[config.mk]
export PLATFORM = sky130hd
export DESIGN_NAME = aes_output_collector
export DESIGN_NICKNAME = d
export VERILOG_FILES = /design/src/rtl/aes_output_collector.sv
export SDC_FILE = /design/constraint.sdc
export NUM_CORES = 2
export LEC_CHECK = 0
export ABC_AREA = 1
export CORE_ASPECT_RATIO = 1.4
export CORE_MARGIN = 4
export CORE_UTILIZATION = 50
export DETAILED_ROUTE_END_ITERATION = 10
export PLACE_DENSITY = 0.69
export SYNTH_ARGS = -nofsm -noshare
export SYNTH_HDL_FRONTEND = slang
export SYNTH_SLANG_ARGS = --single-unit
[constraint.sdc]
create_clock -name clk -period 14.1 [get_ports clk]
set_input_delay 1.41 -clock clk [delete_from_list [all_inputs] [get_ports clk]]
set_output_delay 1.41 -clock clk [all_outputs]
set_load 0.005 [all_outputs]
[src/rtl/aes_output_collector.sv]
// Output-side collector for aes_pipelined: FWFT FIFO with sticky overflow, run block counter and done flag.
// Define AES_COLLECT_PERF_EN to build the elapsed_cycles counter; otherwise elapsed_cycles is tied to 0.
module aes_output_collector #(
  parameter int DEPTH  = 16,
  parameter int DATA_W = 128,
  parameter int CNT_W  = 16
) (
  input  logic                     clk,
  input  logic                     rst_n,
  input  logic                     in_valid,
  input  logic [DATA_W-1:0]        in_data,
  output logic                     m_valid,
  input  logic                     m_ready,
  output logic [DATA_W-1:0]        m_data,
  output logic [$clog2(DEPTH):0]   level,
  output logic                     overflow,
  input  logic                     start,
  input  logic [CNT_W-1:0]         expected_blocks,
  output logic [CNT_W-1:0]         blk_count,
  output logic                     done,
  output logic [31:0]              elapsed_cycles
);

  localparam int AW = $clog2(DEPTH);
  localparam logic [AW:0] FULL_LVL = (AW+1)'(DEPTH);
  localparam logic [1:0] IDLE = 2'd0;
  localparam logic [1:0] RUN  = 2'd1;
  localparam logic [1:0] DONE = 2'd2;

  logic [DATA_W-1:0] mem [DEPTH];
  logic [AW-1:0]     wr_ptr, rd_ptr, rd_ptr_inc;
  logic [AW:0]       count;
  logic [DATA_W-1:0] head;
  logic              full, push, pop, drop;

  logic [1:0]        state;
  logic [CNT_W-1:0]  exp_reg, cnt_inc;
  logic              met;

  assign full       = (count == FULL_LVL);
  assign pop        = (count != '0) && m_ready;
  assign push       = in_valid && (!full || pop);
  assign drop       = in_valid && full && !pop;
  assign rd_ptr_inc = rd_ptr + 1'b1;

  assign m_valid = (count != '0);
  assign m_data  = head;
  assign level   = count;

  always_ff @(posedge clk) begin
    if (push) mem[wr_ptr] <= in_data;
  end

  // head is a register so m_data never depends combinationally on in_data
  always_ff @(posedge clk) begin
    if (!rst_n) begin
      wr_ptr <= '0;
      rd_ptr <= '0;
      count  <= '0;
      head   <= '0;
    end else begin
      if (push) wr_ptr <= wr_ptr + 1'b1;
      if (pop)  rd_ptr <= rd_ptr_inc;
      if (push && !pop)      count <= count + 1'b1;
      else if (pop && !push) count <= count - 1'b1;
      if (push && (count == '0 || (count == (AW+1)'(1) && pop)))
        head <= in_data;
      else if (pop && count > (AW+1)'(1))
        head <= mem[rd_ptr_inc];
    end
  end

  assign cnt_inc = (blk_count == '1) ? blk_count : blk_count + 1'b1;
  // already satisfied on entry to RUN (expected_blocks of zero)
  assign met     = (blk_count >= exp_reg);

  always_ff @(posedge clk) begin
    if (!rst_n) begin
      state     <= IDLE;
      exp_reg   <= '0;
      blk_count <= '0;
      done      <= 1'b0;
      overflow  <= 1'b0;
    end else if (start) begin
      exp_reg   <= expected_blocks;
      blk_count <= push ? CNT_W'(1) : '0;
      overflow  <= drop;
      if (push && expected_blocks == CNT_W'(1)) begin
        state <= DONE;
        done  <= 1'b1;
      end else begin
        state <= RUN;
        done  <= 1'b0;
      end
    end else begin
      if (drop) overflow <= 1'b1;
      if (state == RUN) begin
        if (met) begin
          state <= DONE;
          done  <= 1'b1;
        end else if (push) begin
          blk_count <= cnt_inc;
          if (cnt_inc == exp_reg) begin
            state <= DONE;
            done  <= 1'b1;
          end
        end
      end
    end
  end

`ifdef AES_COLLECT_PERF_EN
  always_ff @(posedge clk) begin
    if (!rst_n || start)
      elapsed_cycles <= '0;
    else if (state == RUN && !met && elapsed_cycles != '1)
      elapsed_cycles <= elapsed_cycles + 1'b1;
  end
`else
  assign elapsed_cycles = '0;
`endif

endmodule

==> flow_summary.toml <==
[setup_path]
end_kind = "flop"
crit_type = "input port to flop"
critPathRequiredTime_ps = 14530
path_max_fanout = 59
startpoint_type = "input port"
ff2ff_path_depth = 9
arrival_ps = 5470

[synth]
syn_area_um2 = 87200
syn_inst = 6748
synth.ff_latch_count = 2224
synth_top_area_frac = 0.705
syn_area_per_cell_um2 = 12.9
yosysSeqAreaShare = 0.746
synth_warnings = 0
yosys.area.top_type = "edfxtp_1"
ys_top_cells_by_count = "edfxtp_1 (2048), o21ai_0 (1128), nor2_1 (1086), nand2_1 (486), o22ai_1 (331)"
synthTopCellsByArea = "edfxtp_1 (71%), o21ai_0 (6.5%), nor2_1 (4.7%)"
ys_types = 41
synth_edf_count = 2048
synth_ff_type = "edfxtp_1"
synth-async-reset-ratio = 0
yosys.cell_count.top_type = "edfxtp_1"

[clock_tree]
cts_inserted_buffers = 203
clkTransAtPathRegs_ps = 60
cts_buffer_depth = 3
cts_htree_levels = 4
clock_sinks = 2224
clk_latency_ps = 850
cts_root_buffer = "clkbuf_16"
cts_tree = "done"
cts_setup_buffers = 0
cts-hold-fix-buffers = 0
cts_resized = 0

[global_route]
grt_pass1_wl_um = 352000
grt_max_degree = 243
antenna_found_initial = 41
grt_use_met1 = 0.348
grt_overflow = 0
grt_util_met2 = 0.414
met3_usage = 0.0521
grt.busiest_layer = "met2"
grtUsageTotal = 0.255
grt_pass1_vias = 55822

[route]
viasPerCell = 6.22
routedWlPerCell_um = 25.5
first_pass_iters = 6
first_iter_violations = 6566
drt_wl_total_um = 238000
ant_nets = 0
vias = 57969
drc = 0

[timing]
fmax_ghz = 0.198
fin_crit_sh = 0.357
relSlewSlack = 0.201
setup_ws_ps = 9060
rsz0062_at_grt = "no"
setup_viol = 0
tns_ps = 0
finClkSkew_ps = 52.3
tightest_slew_ps = 1200
period_needed_ps = 5040
slew_violations = 0
finalHoldViolations = 0

[power]
p_int_mw = 12.5
peakVddDrop_mv = 0.245
power_frac_clock = 0.286
switching_power_mw = 6.86
p_total_mw = 19.3
combPwrFrac = 0.315
swShare = 0.355
leakagePower_nw = 31.6
cellPowerDensity_nw_per_um2 = 196
seqPwrFrac = 0.399

[cells_and_area]
stdcell_count = 9322
post_route_cells_drive_above_1_share = 0.0645
largest-register = "mem"
nNetsFinal = 7022
areaGrowthSynthToFinish_pct = 13.0
largest_reg_flops = 2048

[place]
dp_slack_ps = 8220
globalplace.congestion = 0.893
port_buffers = 300
dp_cells = 8928
dp_hpwl_um = 116000

[run]
cap_viol_max_count = 0

[die]
start_util = 0.503
dieWidth_um = 361
rows = 181
die_h_um = 502
die_area_um2 = 181000
core_um2 = 173000
io_pins = 333

[min_path]
hold_depth = 2
hold_class = "flop to flop"

[status]
status = "finished, final reports clean"
layout by cell type, fill, tap and decap left out, types with 16 or more instances in the layout:
cell and instances:
dfxtp_1 175, buf_4 78, nor2_1 1070, nand2_1 486, clkinv_2 38, conb_1 32, clkbuf_16 208, a21oi_1 133
clkdlybuf4s50_1 299, o221ai_1 222, ha_1 26, nand3_1 276, a31oi_1 89, o211ai_1 29, o22ai_1 331, edfxtp_1 2048
o21ai_0 1128, bufinv_16 16, o21ai_1 59, clkbuf_8 19, nor2_4 18, clkinv_1 25, inv_1 53, clkbuf_1 59
layer usage:
layer,vias to the layer above,wire [um]
met5,-,275
met4,42,6770
met3,515,22400
met2,2955,114000
met1,29068,94700
li1,25389,-
layout make-up:
type                            count  area, um2
Clock buffer                      286       5690
Antenna cell                        7       17.5
Inverter                           66        299
Sequential cell                  2224      65000
Fill cell                       13694      75000
Tap cell                         2287       2860
Clock inverter                    101       1030
Timing Repair Buffer              387       3780
Multi-Input combinational cell   3964      19800
through the flow:
step	instance area [um2]	utilization	hold WS, ps
6_report	98500	0.568	478
3_5_place_dp	91800	0.529	460
3_3_place_gp	91800	0.529	452
5_1_grt	98500	0.568	498
4_1_cts	98500	0.568	474
2_1_floorplan	87300	-	448
kinds of logic after synthesis:
logic type,Yosys count,share of synthesized area
flops,2224,0.746
other cells,1,0.0000430
fa+ha+maj,27,0.00387
xor+xnor,8,0.000976
buf+inv,591,0.0301
compound gates,2009,0.132
simple gates,1888,0.0868
path summary, 6_finish.rpt:
kind                                            start                     to  slack [ps]
worst max-delay path                          m_ready  mem[11][83]$_DFFE_PP_        9060
worst min-delay path            state[0]$_SDFFE_PN0P_  state[0]$_SDFFE_PN0P_         480
worst max register to register  level[0]$_SDFFE_PN0P_  mem[11][83]$_DFFE_PP_        9400
worst min register to register  state[0]$_SDFFE_PN0P_  state[0]$_SDFFE_PN0P_         480
power groups by stage:
stage	clock network, mW	registers (mW)	logic [mW]
2_1_floorplan	0	7.75	3.95
3_3_place_gp	0	7.84	5.87
3_5_place_dp	0	7.84	6.02
4_1_cts	5.59	7.71	6.05
5_1_grt	5.86	7.73	6.65
6_report	5.53	7.71	6.09
worst max-delay path, stage by stage:
cell	delay, ps
clkdlybuf4s50_1	540
inv_1	60
nand4_1	110
nand2_2	120
inv_2	210
nand2_1	300
nor2_4	920
buf_4	790
buf_4	950
No activity file was read; power rests on OpenSTA's default activity.
